### src/rtl/key_filter_pkg.sv
// Shared types and constants for the push-button debounce stage.
// Timing defaults assume a 50 MHz system clock.
package key_filter_pkg;

   typedef enum logic [1:0] {
      RELEASED     = 2'd0,
      PRESS_WAIT   = 2'd1,
      PRESSED      = 2'd2,
      RELEASE_WAIT = 2'd3
   } key_fsm_t;

   localparam int DEB_20MS  = 1_000_000;
   localparam int REP_500MS = 25_000_000;
   localparam int REP_100MS = 5_000_000;

   localparam int KEY_P = 0;
   localparam int KEY_N = 1;
   localparam int KEY_E = 2;
   localparam int KEY_M = 3;

   // One counter width serves debounce and repeat timing alike.
   function automatic int cnt_width(input int a, input int b, input int c);
      int m;
      m = a;
      if (b > m) m = b;
      if (c > m) m = c;
      return $clog2(m + 1);
   endfunction

endpackage

### src/rtl/key_filter_if.sv
// Key bus between the raw button pins, the debounce stage and its consumer.
// fsm_dbg carries each channel's FSM state (2 bits per key, key 0 in the LSBs).
interface key_filter_if #(
   parameter int N_KEYS = 4
);
   // key_in is raw and active-low; key_press is a single-cycle strobe with no
   // back-pressure (consumer must take it that cycle); key_state is a level.
   logic [N_KEYS-1:0]   key_in;
   logic [N_KEYS-1:0]   key_press;
   logic [N_KEYS-1:0]   key_state;
   logic [2*N_KEYS-1:0] fsm_dbg;

   modport master (
      output key_in,
      input  key_press,
      input  key_state,
      input  fsm_dbg
   );

   modport slave (
      input  key_in,
      output key_press,
      output key_state,
      output fsm_dbg
   );
endinterface

### src/rtl/key_filter_ch.sv
// One key channel: 2-flop synchroniser, debounce FSM and saturating counter.
// Auto-repeat strobes are built only when KEY_FILTER_REPEAT_EN is defined.
module key_filter_ch
   import key_filter_pkg::*;
#(
   parameter int DEB_CYCLES = DEB_20MS,
   parameter int REP_DELAY  = REP_500MS,
   parameter int REP_PERIOD = REP_100MS
) (
   input  logic     clk,
   input  logic     rst_n,
   input  logic     key_raw,
   output logic     press,
   output logic     held,
   output key_fsm_t fsm_state
);

   localparam int CW = cnt_width(DEB_CYCLES, REP_DELAY, REP_PERIOD);
   localparam logic [CW-1:0] DEB_LAST = CW'(DEB_CYCLES - 1);
   localparam logic [CW-1:0] CNT_MAX  = '1;

   logic          sync_q1;
   logic          sync_n;
   key_fsm_t      state;
   key_fsm_t      state_nx;
   logic [CW-1:0] cnt;
   logic [CW-1:0] cnt_nx;
   logic [CW-1:0] cnt_inc;
   logic          deb_hit;
   logic          press_nx;
   logic          rep_fire;
   logic          press_q;

   always_ff @(posedge clk or negedge rst_n) begin
      if (!rst_n) begin
         sync_q1 <= 1'b1;
         sync_n  <= 1'b1;
      end else begin
         sync_q1 <= key_raw;
         sync_n  <= sync_q1;
      end
   end

   assign cnt_inc = (cnt == CNT_MAX) ? cnt : cnt + CW'(1);
   // Acceptance is judged on the count this cycle completes, so the level is
   // taken DEB_CYCLES+1 edges after the first synchroniser capture.
   assign deb_hit = (cnt_inc >= DEB_LAST);

   always_ff @(posedge clk or negedge rst_n) begin
      if (!rst_n) begin
         state   <= RELEASED;
         cnt     <= '0;
         press_q <= 1'b0;
      end else begin
         state   <= state_nx;
         cnt     <= cnt_nx;
         press_q <= press_nx | rep_fire;
      end
   end

   always_comb begin
      state_nx = state;
      cnt_nx   = cnt;
      press_nx = 1'b0;
      case (state)
         RELEASED: begin
            if (!sync_n) begin
               state_nx = PRESS_WAIT;
               cnt_nx   = '0;
            end
         end
         PRESS_WAIT: begin
            if (sync_n) begin
               state_nx = RELEASED;
               cnt_nx   = '0;
            end else if (deb_hit) begin
               state_nx = PRESSED;
               cnt_nx   = '0;
               press_nx = 1'b1;
            end else begin
               cnt_nx = cnt_inc;
            end
         end
         PRESSED: begin
            if (sync_n) begin
               state_nx = RELEASE_WAIT;
               cnt_nx   = '0;
            end
         end
         RELEASE_WAIT: begin
            if (!sync_n) begin
               state_nx = PRESSED;
               cnt_nx   = '0;
            end else if (deb_hit) begin
               state_nx = RELEASED;
               cnt_nx   = '0;
            end else begin
               cnt_nx = cnt_inc;
            end
         end
         default: begin
            state_nx = RELEASED;
            cnt_nx   = '0;
         end
      endcase
   end

`ifdef KEY_FILTER_REPEAT_EN
   logic [CW-1:0] rep_cnt;
   logic [CW-1:0] rep_last;
   logic          rep_first;

   assign rep_last = rep_first ? CW'(REP_DELAY - 1) : CW'(REP_PERIOD - 1);
   assign rep_fire = (state == PRESSED) && !sync_n && (rep_cnt >= rep_last);

   always_ff @(posedge clk or negedge rst_n) begin
      if (!rst_n) begin
         rep_cnt   <= '0;
         rep_first <= 1'b1;
      end else if ((state != PRESSED) || sync_n) begin
         rep_cnt   <= '0;
         rep_first <= 1'b1;
      end else if (rep_fire) begin
         rep_cnt   <= '0;
         rep_first <= 1'b0;
      end else begin
         rep_cnt <= (rep_cnt == CNT_MAX) ? rep_cnt : rep_cnt + CW'(1);
      end
   end
`else
   assign rep_fire = 1'b0;
`endif

   assign press     = press_q;
   assign held      = (state == PRESSED) || (state == RELEASE_WAIT);
   assign fsm_state = state;

endmodule

### src/rtl/key_filter.sv
// Debounce and press-strobe extraction for the clock's four push-buttons.
// Auto-repeat is enabled by defining KEY_FILTER_REPEAT_EN.
module key_filter
   import key_filter_pkg::*;
#(
   parameter int N_KEYS     = 4,
   parameter int DEB_CYCLES = DEB_20MS,
   parameter int REP_DELAY  = REP_500MS,
   parameter int REP_PERIOD = REP_100MS
) (
   input  logic         clk,
   input  logic         rst_n,
   key_filter_if.slave  kbus
);

   logic [N_KEYS-1:0]   press;
   logic [N_KEYS-1:0]   held;
   logic [2*N_KEYS-1:0] dbg;

   for (genvar i = 0; i < N_KEYS; i++) begin : g_ch
      key_fsm_t st;

      key_filter_ch #(
         .DEB_CYCLES (DEB_CYCLES),
         .REP_DELAY  (REP_DELAY),
         .REP_PERIOD (REP_PERIOD)
      ) u_ch (
         .clk       (clk),
         .rst_n     (rst_n),
         .key_raw   (kbus.key_in[i]),
         .press     (press[i]),
         .held      (held[i]),
         .fsm_state (st)
      );

      assign dbg[2*i +: 2] = st;
   end

   assign kbus.key_press = press;
   assign kbus.key_state = held;
   assign kbus.fsm_dbg   = dbg;

endmodule

### src/flat_wrapper.sv
// flat-port wrapper written by rule: the top's interface ports become plain ports
module key_filter_flat import key_filter_pkg::*;
#(
   parameter int N_KEYS     = 4,
   parameter int DEB_CYCLES = DEB_20MS,
   parameter int REP_DELAY  = REP_500MS,
   parameter int REP_PERIOD = REP_100MS
)
  (clk, rst_n, kbus_key_in, kbus_key_press, kbus_key_state, kbus_fsm_dbg);
  key_filter_if #(.N_KEYS(N_KEYS)) kbus_i ();
  input  logic clk;
  input  logic rst_n;
  input wire logic [$bits(kbus_i.key_in)-1:0] kbus_key_in;
  output wire logic [$bits(kbus_i.key_press)-1:0] kbus_key_press;
  output wire logic [$bits(kbus_i.key_state)-1:0] kbus_key_state;
  output wire logic [$bits(kbus_i.fsm_dbg)-1:0] kbus_fsm_dbg;
  assign kbus_i.key_in = kbus_key_in;
  assign kbus_key_press = kbus_i.key_press;
  assign kbus_key_state = kbus_i.key_state;
  assign kbus_fsm_dbg = kbus_i.fsm_dbg;
  key_filter #(.N_KEYS(N_KEYS), .DEB_CYCLES(DEB_CYCLES), .REP_DELAY(REP_DELAY), .REP_PERIOD(REP_PERIOD)) u_core (.clk(clk), .rst_n(rst_n), .kbus(kbus_i));
endmodule
### config.mk
export PLATFORM = sky130hd
export DESIGN_NAME = key_filter_flat
export DESIGN_NICKNAME = d
export VERILOG_FILES = /design/src/rtl/key_filter_pkg.sv /design/src/rtl/key_filter_if.sv /design/src/rtl/key_filter_ch.sv /design/src/rtl/key_filter.sv /design/src/flat_wrapper.sv
export SDC_FILE = /design/constraint.sdc
export NUM_CORES = 1
export LEC_CHECK = 0
export ABC_AREA = 1
export ABC_CLOCK_PERIOD_IN_PS = 4400
export BUFFER_PORTS_ARGS = -buffer_cell sky130_fd_sc_hd__buf_2
export CAP_MARGIN = 20
export CORE_MARGIN = 5
export CORE_UTILIZATION = 65
export DETAILED_ROUTE_END_ITERATION = 6
export PLACE_DENSITY = 0.83
export SKIP_LAST_GASP = 1
export SLEW_MARGIN = 0
export SYNTH_ARGS = -nofsm -noshare
export SYNTH_HDL_FRONTEND = slang
export SYNTH_HIERARCHICAL = 1
export SYNTH_SLANG_ARGS = --single-unit
### constraint.sdc
create_clock -name clk -period 4.4 [get_ports clk]
set_input_delay 0.66 -clock clk [delete_from_list [all_inputs] [get_ports clk]]
set_output_delay 0.66 -clock clk [all_outputs]
set_load 0.005 [all_outputs]
; ---- Word level (Yosys, flattened, before mapping)
; Index checks and enable logic that the tools add are counted.
[classes]
add_sub_neg = 4
order_cmp = 4
eq_ne = 32
muxes = 68
n_reduce_logical = 16
[ops]
columns = cell, n
row1 = $mux 25, 24
row2 = $pmux 25 s4, 4
row3 = $add 25x1->25 const B, 4
row4 = $eq 25x25->1 const B, 4
row5 = $ge 25x20->1 const B, 4
row6 = $mux 2, 24
row7 = $pmux 2 s4, 4
row8 = $ne 3x3->1 const B, 8
row9 = $eq 2x2->1 const B, 8
row10 = $ne 2x2->1 const B, 8
row11 = $reduce_and 4->1, 4
row12 = $mux 1, 12
row13 = $eq 2x1->1 const B, 4
row14 = $logic_not 2->1, 4
row15 = $reduce_and 2->1, 4
row16 = $logic_or 1x1->1, 4
[totals]
ff_bits = 120
input_bits = 6
out_inout_bits = 16
word_cells = 144

; ---- Logic depth before layout (Yosys ltp)
; Gate-level depths: netlist of the first run.
[depth]
word_depth = 6
depth_mapped = 18
ltp_nobuf = 18

; ---- Modules after synthesis
; The synthesis of the first run kept the hierarchy.
[by_module_without_submodules]
columns = mod, n_inst, cells_per_inst, area_per_inst_um2, seq_area_each_um2
row1 = key_filter_ch (u_core.g_ch[0].u_ch ...), 3, 341, 2213.4, 753.2
row2 = key_filter_ch (u_core.g_ch[3].u_ch), 1, 317, 2185.8, 753.2

; ---- Worst setup path after synthesis of the first run
; Ideal clock, no wire load.
[synth_timing]
kind = reg-to-reg
from = reg u_core.g_ch[0].u_ch.cnt[0]
to = reg u_core.g_ch[0].u_ch.cnt[10]
setup_time_ps = 133
arrival_ps = 2075
t_required_ps = 4267
slack_ps = 2192
path_stages_with_launch = 17
n_path_buf = 2
synth_period_minus_slack_ps = 2208
cell_sequence = dfrtp_1 -> ha_1 -> inv_1 -> nor2_4 -> nand2_4 -> nor2_4 -> nand2_4 -> buf_6 -> nand2_4 -> nand2_2 -> nor2_2 -> nand3_1 -> nand2_1 -> nand4_2 -> nand3_4 -> buf_8 -> o22ai_1
[synth_between]
elab_chain_cells = 6
elab_cells_between_ends = 8
classes_between = add/sub (1) / order compare (1) / eq/ne (1) / mux (5)
[synth_rtl]
columns = item, line_no
row1 = "start, declared", key_filter_ch.sv:26  ; logic [CW-1:0] cnt;
row2 = "start signal, assigned", key_filter_ch.sv:56  ; cnt <= cnt_nx;
row3 = $add 25x1->25 or $eq 25x25->1 (tied branches), key_filter_ch.sv:44  ; assign cnt_inc = (cnt == CNT_MAX) ? cnt : cnt + CW'(1);
row4 = $mux 25 (*), key_filter_ch.sv:44
row5 = $ge 25x20->1, key_filter_ch.sv:47  ; assign deb_hit = (cnt_inc >= DEB_LAST);
row6 = $mux 25 (*), "key_filter_ch.sv:76, key_filter_ch.sv:94"
row7 = $mux 25 (on tied branches), "key_filter_ch.sv:91, key_filter_ch.sv:73"
row8 = $pmux 25 s4 (*), key_filter_ch.sv:65  ; case (state)
; Every way passes the cells marked *; elsewhere a longest branch is shown, timed or not.
; A chain may end at the register's enable or synchronous reset.

; ---- Worst setup path after layout of the first run
[layout_timing]
from = reg u_core.g_ch[3].u_ch.cnt[0]
to = reg u_core.g_ch[3].u_ch.cnt[8]
[layout_between]
elab_chain_cells = 6
elab_cells_between_ends = 8
classes_between = add/sub (1) / order compare (1) / eq/ne (1) / mux (5)
[layout_rtl]
columns = item, line_no
row1 = "start, declared", key_filter_ch.sv:26
row2 = "start signal, assigned", key_filter_ch.sv:56
row3 = $add 25x1->25 or $eq 25x25->1 (tied branches), key_filter_ch.sv:44
row4 = $mux 25 (*), key_filter_ch.sv:44
row5 = $ge 25x20->1, key_filter_ch.sv:47
row6 = $mux 25 (*), "key_filter_ch.sv:76, key_filter_ch.sv:94"
row7 = $mux 25 (on tied branches), "key_filter_ch.sv:91, key_filter_ch.sv:73"
row8 = $pmux 25 s4 (*), key_filter_ch.sv:65
; Marked as above.

==> results of run 1 <==
==> worst max-delay path by stage <==
stage	end	start
4_1_cts	u_core/g_ch[3].u_ch/cnt[8]	u_core/g_ch[3].u_ch/cnt[0]
5_1_grt	u_core/g_ch[3].u_ch/cnt[8]	u_core/g_ch[3].u_ch/cnt[0]
2_1_floorplan	u_core/g_ch[0].u_ch/cnt[10]	u_core/g_ch[0].u_ch/cnt[0]
6_report	u_core/g_ch[3].u_ch/cnt[8]	u_core/g_ch[3].u_ch/cnt[0]
3_5_place_dp	u_core/g_ch[3].u_ch/cnt[8]	u_core/g_ch[3].u_ch/cnt[0]
3_3_place_gp	u_core/g_ch[3].u_ch/cnt[8]	u_core/g_ch[3].u_ch/cnt[0]
==> layer usage <==
| metal | part of all wire, % | up-vias | GRT usage (%) |
|---|---|---|---|
| li1 | - | 4291 | - |
| met3 | 6.9 | 92 | 5.80 |
| met1 | 43 | 3960 | 38.8 |
| met4 | 3.7 | 0 | 11.6 |
| met5 | 0 | - | 0 |
| met2 | 46 | 381 | 46.2 |
==> worst max-delay path, delay by kind of cell (launching register included) <==
| family | cells | cell delay (ns) |
|---|---|---|
| AO/OA/AOI/OAI | 1 | 0.36 |
| adder cells (fa/ha/maj) | 1 | 0.32 |
| buffers and inverters | 2 | 0.31 |
| flip-flops | 1 | 0.45 |
| AND/OR/NAND/NOR | 11 | 1.41 |
==> flip-flops by register name (all words and copies together), names as in the netlist, named ones only <==
register and cells:
u_core/g_ch.u_ch/press 4, u_core/g_ch.u_ch/sync_n 4, u_core/g_ch.u_ch/cnt 100, u_core/g_ch.u_ch/fsm_state 4, u_core/g_ch.u_ch/sync_q1 4
==> report_power, final <==
group	internal [mW]	switching, mW	total, mW
sequential	1.17	0.145	1.32
clock	0.893	0.537	1.43
combinational	0.238	0.601	0.839
==> Yosys cell counts (all sizes together) <==
cell type  count  area share [%]
a21oi         12            0.89
buf           20             2.1
clkbuf        18            0.77
clkinv         1           0.042
dfrtp        112              32
dfstp          8             2.4
ha             4            0.57
inv          149             6.4
nand2        526              24
nand3        120             7.8
nand3b         1           0.085
nand4         29             2.3
nor2         199              10
nor3           4            0.28
nor3b          3            0.26
o21ai         49             3.5
o22ai         59             4.5
or2            1           0.071
xnor2          5            0.50
xor2          20             2.0
==> through the flow <==
step / cells / hold WS, ns / total power, mW
CTS: 1536 / 0.266 / 3.60
floorplan: 1340 / 0.345 / 1.99
global placement: 1504 / 0.346 / 2.15
detailed placement: 1504 / 0.348 / 2.17
global route: 1536 / 0.289 / 3.78
finish: 1536 / 0.242 / 3.59
==> cell families (layout without fill, tap and decap cells) <==
family / after synthesis / in the layout
compound gates: 120 / 120
xor+xnor: 25 / 25
simple gates: 883 / 883
fa+ha+maj: 4 / 4
flops: 120 / 120
buf+inv: 188 / 208
==> final cells by class <==
type	instances	area share [%]
Clock buffer	18	4.49
Multi-Input combinational cell	1032	52.3
Inverter	150	5.92
Tap cell	176	2.31
Sequential cell	120	31.5
Timing Repair Buffer	26	1.65
Clock inverter	14	1.82
==> results by group, run 1 <==
Clock network
  – Clock Sinks: 120
  – Root buffer cell: clkbuf_16
  – CTS tree: done
  – Cts bufs inserted: 17
  – Worst-path clk slew: 0.06 ns
  – H-tree depth: 4
  – Post_cts resized: 0
  – CTS Buffer Depth: 2
  – Latest clock arrival within the worst-skew pair: 0.42 ns
  – Post-CTS Hold Buffers: 0
  – Setup bufs post-CTS: 0

Synthesis
  – Cell Area, Synth: 8830 µm²
  – Syn Inst Count: 1340
  – Syn_nets: 1350
  – Flops & latches, synth: 120
  – Main combinational cell family by area after synthesis: simple AND/OR/NAND/NOR gates
  – Synthesized area per cell: 6.59 µm²
  – Post-synthesis mux area share: 0%
  – YS warnings: 6
  – Post-synth cell types: 37
  – Adder-Cell Fraction of Synth Area: 0.567%
  – Synth Area in Simple Gates: 44.7%
  – Seq/Total Area, Yosys: 34.1%
  – Synth Area in Compound Gates: 8.82%
  – Synth Area in XOR/XNOR: 2.48%

Global route
  – GRT Util Overall: 28.9%
  – First-pass GRT wire length: 38.2 mm
  – Total gr overflow: 0
  – Vias in the first global route: 8107
  – Initial antenna violation count: 0
  – Largest net degree at the start of global routing: 76

Floorplan
  – Num ports: 22
  – Core area: 13300 µm²
  – Initial Util: 66.4%
  – Die Wd: 127 µm
  – Die height: 127 µm
  – Standard-cell rows: 42
  – Die ar.: 16000 µm²

Critical path
  – CP required: 4.72 ns
  – Internal reg-to-reg setup slack: 1.43 ns
  – Critical Path AT: 3.29 ns
  – Kind of critical path: register to register
  – Critical Path End Type: register
  – Crit path max fanout: 26
  – CP cell instances: ha_1 > nand3_4 > inv_4 > nand2_4 > nor2_4 > nand2_4 > inv_1 > nand2_1 > nand2_1 > nor2_1 > nand3_1 > nand2_1 > nand3_2 > nand3_2 > o21ai_0
  – Most frequent CP cell: nand2_1
  – R2R Path End: u_core/g_ch[3].u_ch/cnt[8]
  – Setup crit start kind: register
  – CP max-delay cell: nand3_2
  – Delay of the slowest critical-path stage: 0.48 ns
  – R2r worst-path depth: 15
  – FF-to-FF Start: u_core/g_ch[3].u_ch/cnt[0]

Timing
  – Worst relative slew slack: 38.0%
  – Min cycle time layout: 2.97 ns
  – FMAX: 0.337 GHz
  – Hold Vio Cnt, Final: 0
  – Final setup fails: 0
  – Tightest Pin Transition: 0.928 ns
  – Setup WS post-layout: 1.43 ns
  – Final critical-path share of the clock period: 67.5%
  – RSZ-0062 raised after global routing: false
  – Sum Neg Setup Slack: 0 ns
  – Final max-slew violation count: 0
  – Clock Skews: 0.0120 ns

Routing
  – DRC Markers: 5
  – Routed Antenna Nets: 0
  – DRT iter0 DRCs: 1059
  – Post-DR wirelength/cell: 14.6 µm
  – Vias post-DR: 8724
  – Drt pass-1 iters: 7
  – Vias per cell: 5.68
  – Final WL: 22.4 mm

Layout
  – Antenna diode count: 0
  – Cell area after layout: 9550 µm²
  – Fraction of layout cells with a size suffix above 1: 12.9%
  – Filler cells: 1104
  – Most common cell after layout, fill and taps aside: nand2_1
  – Layout area overhead: 8.21%
  – Most frequent cells in the layout: nand2_1, nor2_1, inv_1
  – Fin nets: 1357
  – Post-layout util: 71.8%
  – Register area: 3010 µm²
  – Multi-input logic area: 4990 µm²

Status
  – Outcome: complete, but fails checks
  – Failing checks: design-rule violations

Place
  – Place WS: 1.46 ns
  – Post-Place Cell Area: 8950 µm²
  – GP Congestion: 1.02
  – Detail Placement HPWL: 15.5 mm
  – PortBufs: 21

Power
  – P_leak: 4.32 nW
  – Power per cell area: 375 nW/µm²
  – Peak VDD IR: 508 µV

Job
  – Max-cap violations: 0

Worst hold path
  – Min-Delay Path Class: primary input to async pin
Note: power is estimated with default switching activity, not from simulation.
==> run 2, diff against run 1 <==
--- a/config.mk
+++ b/config.mk
@@ -6,13 +6,13 @@
 export NUM_CORES = 1
 export LEC_CHECK = 0
 export ABC_AREA = 1
-export ABC_CLOCK_PERIOD_IN_PS = 4400
+export ABC_CLOCK_PERIOD_IN_PS = 2400
 export BUFFER_PORTS_ARGS = -buffer_cell sky130_fd_sc_hd__buf_2
 export CAP_MARGIN = 20
 export CORE_MARGIN = 5
-export CORE_UTILIZATION = 65
+export CORE_UTILIZATION = 58
 export DETAILED_ROUTE_END_ITERATION = 6
-export PLACE_DENSITY = 0.83
+export PLACE_DENSITY = 0.79
 export SKIP_LAST_GASP = 1
 export SLEW_MARGIN = 0
 export SYNTH_ARGS = -nofsm -noshare
==> constraint.sdc (replaced) <==
create_clock -name clk -period 2.4 [get_ports clk]
set_input_delay 0.36 -clock clk [delete_from_list [all_inputs] [get_ports clk]]
set_output_delay 0.36 -clock clk [all_outputs]
set_load 0.005 [all_outputs]
==> run 2 against run 1 <==
Against the previous run: register-to-register slack got worse by 1.6 ns; critical path type unchanged; the run ends with design-rule violations, negative setup slack left; cell count rose by 9.6%; combinational power rose to 3.0 times the previous value; first-iteration DRC count grew 32%; clock power increased by 88%; largest cell class unchanged; clock-buffer cell count rose by 1; power is 110% higher.
==> results by group, run 2 (synthesis results as in run 1) <==
Layout
  – Filler cells: 1023 (-7.3%)
  – Max FFs per register: 100 (unchanged)
  – Layout area overhead: 31.2%
  – Antenna diode count: 0 (unchanged)
  – Fraction of layout cells with a size suffix above 1: 30.9% (+18 points)
  – Most common cell after layout, fill and taps aside: nand2_1
  – Fin nets: 1493 (+10%)
  – Most frequent cells in the layout: nand2_1, inv_1, nor2_1
  – Biggest register: u_core/g_ch.u_ch/cnt

Timing
  – Final setup fails: 61 (+61)
  – FMAX: 0.396 GHz (+18%)
  – Setup WS post-layout: -0.126 ns (-1.56 ns)
  – Sum Neg Setup Slack: -3.21 ns (-3.21 ns)
  – Hold Vio Cnt, Final: 0 (unchanged)
  – RSZ-0062 raised after global routing: true
  – Worst relative slew slack: 35.2% (-2.8 points)
  – Worst hold slack: 0.0347 ns (-0.207 ns)
  – Final critical-path share of the clock period: 105% (+38 points)
  – Clock Skews: 0.00838 ns (-0.00366 ns)
  – Min cycle time layout: 2.53 ns (-0.443 ns)
  – Final max-slew violation count: 0 (unchanged)
  – Tightest Pin Transition: 0.969 ns (+0.0417 ns)

Critical path
  – CP required: 2.71 ns (-2.01 ns)
  – CP max-delay cell: dfrtp_1
  – Most frequent CP cell: nand2_1
  – CP cell instances: nand2_2 > nor2_2 > nand2_1 > nor2_4 > nand2_8 > buf_4 > o21ai_0 > nand2_1 > nor2_1 > nand3_1 > nand2_1 > nand3_2 > nand3_4 > buf_12 > nand2_1 > nand2_1 > nand2_1
  – Crit path max fanout: 6 (-77%)
  – Critical Path AT: 2.84 ns (-0.45 ns)
  – Setup crit start kind: register
  – Cell class contributing the biggest share of worst-path delay: simple AND/OR/NAND/NOR gates
  – Kind of critical path: register to register
  – Critical path buffers and inverters: 2 (unchanged)
  – Delay of the slowest critical-path stage: 0.42 ns (-0.06 ns)
  – Critical Path End Type: register

Global route
  – Total gr overflow: 0 (unchanged)
  – Initial antenna violation count: 0 (unchanged)
  – Vias in the first global route: 8452 (+4.3%)
  – First-pass GRT wire length: 39.5 mm (+3.3%)
  – Largest net degree at the start of global routing: 45 (-41%)
  – GRT Util Overall: 26.8% (-2.1 points)

Clock network
  – Clock Sinks: 120 (unchanged)
  – Latest clock arrival within the worst-skew pair: 0.43 ns (about the same)
  – CTS Buffer Depth: 2 (unchanged)
  – Worst-path clk slew: 0.06 ns (about the same)
  – H-tree depth: 4 (unchanged)
  – Root buffer cell: clkbuf_16
  – CTS tree: done
  – Cts bufs inserted: 17 (unchanged)

Power
  – Overall Power: 7.49 mW (+110%)
  – Peak VDD IR: 1230 µV (+140%)
  – Power per cell area: 646 nW/µm² (+72%)
  – Flop pwr share: 30.4% (-6.3 points)
  – Sw Ratio: 36.1% (+0.33 points)
  – Gate power share: 33.7% (+10 points)
  – P_sw: 2.70 mW (+110%)
  – P_leak: 5.17 nW (+20%)
  – Internal power: 4.78 mW (+110%)
  – Clock power share: 35.9% (-4.0 points)

Routing
  – DRT iter0 DRCs: 1403 (+32%)
  – Post-DR wirelength/cell: 17.0 µm (+17%)
  – DRC Markers: 8 (+3)
  – Final WL: 28.7 mm (+28%)
  – Drt pass-1 iters: 7 (unchanged)
  – Routed Antenna Nets: 0 (unchanged)
  – Vias post-DR: 10100 (+15%)
  – Vias per cell: 5.97 (+5.1%)

Status
  – Outcome: complete, but fails checks
  – Failing checks: design-rule violations, negative setup slack

Place
  – GP Congestion: 0.968 (-5.2%)
  – PortBufs: 21 (unchanged)
  – Detail Placement HPWL: 17.0 mm (+9.6%)

Job
  – Max-cap violations: 0 (unchanged)

Floorplan
  – Num ports: 22 (unchanged)
  – Standard-cell rows: 45 (+7.1%)
  – Core area: 15100 µm² (+13%)
  – Initial Util: 58.5% (-7.9 points)
  – Die height: 133 µm (+5.4%)
  – Die Wd: 133 µm (+5.4%)
  – Die ar.: 17800 µm² (+11%)

Worst hold path
  – Min-Delay Path Class: primary input to register
## run 2: cell types whose count changed in the layout (fill, tap and decap cells not counted), sizes merged
cell	change
buf	+127
nand2	+5
clkbuf	+4
clkinv	+1
clkinvlp	-1
dlygate4sd3	+1
inv	-1
## run 2: path summary, 6_finish.rpt
path	start	endpoint	slack, ns	cells after the start
worst max-delay path	u_core/g_ch[3].u_ch/cnt[8]	register	-0.13	17
worst min-delay path	kbus_key_in[1]	u_core/g_ch[1].u_ch/sync_q1	0.03	1
worst max register to register	u_core/g_ch[3].u_ch/cnt[8]	register	-0.13	17
worst min register to register	u_core/g_ch[2].u_ch/sync_q1	u_core/g_ch[2].u_ch/sync_n	0.35	0
max in group asynchronous	rst_n	u_core/g_ch[2].u_ch/sync_n	1.33	3
min in group asynchronous	rst_n	u_core/g_ch[0].u_ch/cnt[22]	0.43	2
## run 2: stage by stage
stage	setup slack [ns]	instance area, µm²	instances	utilization [%]
3_5_place_dp	0.0123	9590	1586	63.5
5_1_grt	-0.228	11600	1684	76.8
3_3_place_gp	-0.000262	9590	1586	63.5
4_1_cts	0.00514	10200	1619	67.7
2_1_floorplan	0.192	8830	1340	-
6_report	-0.126	11600	1684	76.8
## run 2: cell type report
class / instances / area [µm²] / share of cell area, %
clock inverter: 13 / 168 / 1.45
multi-input combinational: 1037 / 5760 / 49.8
tap: 188 / 235 / 2.03
sequential: 120 / 3030 / 26.2
timing repair buffer: 157 / 1360 / 11.7
clock buffer: 19 / 453 / 3.91
inverter: 150 / 574 / 4.96
## run 2: power groups by stage
stage                     combinational [mW]  sequential [mW]  clock, mW
after floorplan                         1.34             2.31          0
after global placement                  2.04             2.27          0
after detailed placement                2.06             2.28          0
after CTS                               2.06             2.24       2.73
after global routing                    2.71             2.29       2.84
final                                   2.52             2.27       2.69
## run 2: what timing repair did
item                                   CTS  global route
buffers inserted                         0            57
endpoints found under the hold margin   26             0
hold buffers                             1             0
gates resized for setup                  1           209
pin swaps                                0            48
setup endpoints to repair                2            89
gates cloned                             0             8
## run 2: routing by layer
metal | routed length (µm) | vias up | global-route usage (%)
met5 | 0 | - | 0
met4 | 1480 | 0 | 7.60
met3 | 2390 | 197 | 4.87
met2 | 13800 | 673 | 45.2
met1 | 11000 | 4608 | 35.5
li1 | - | 4576 | -
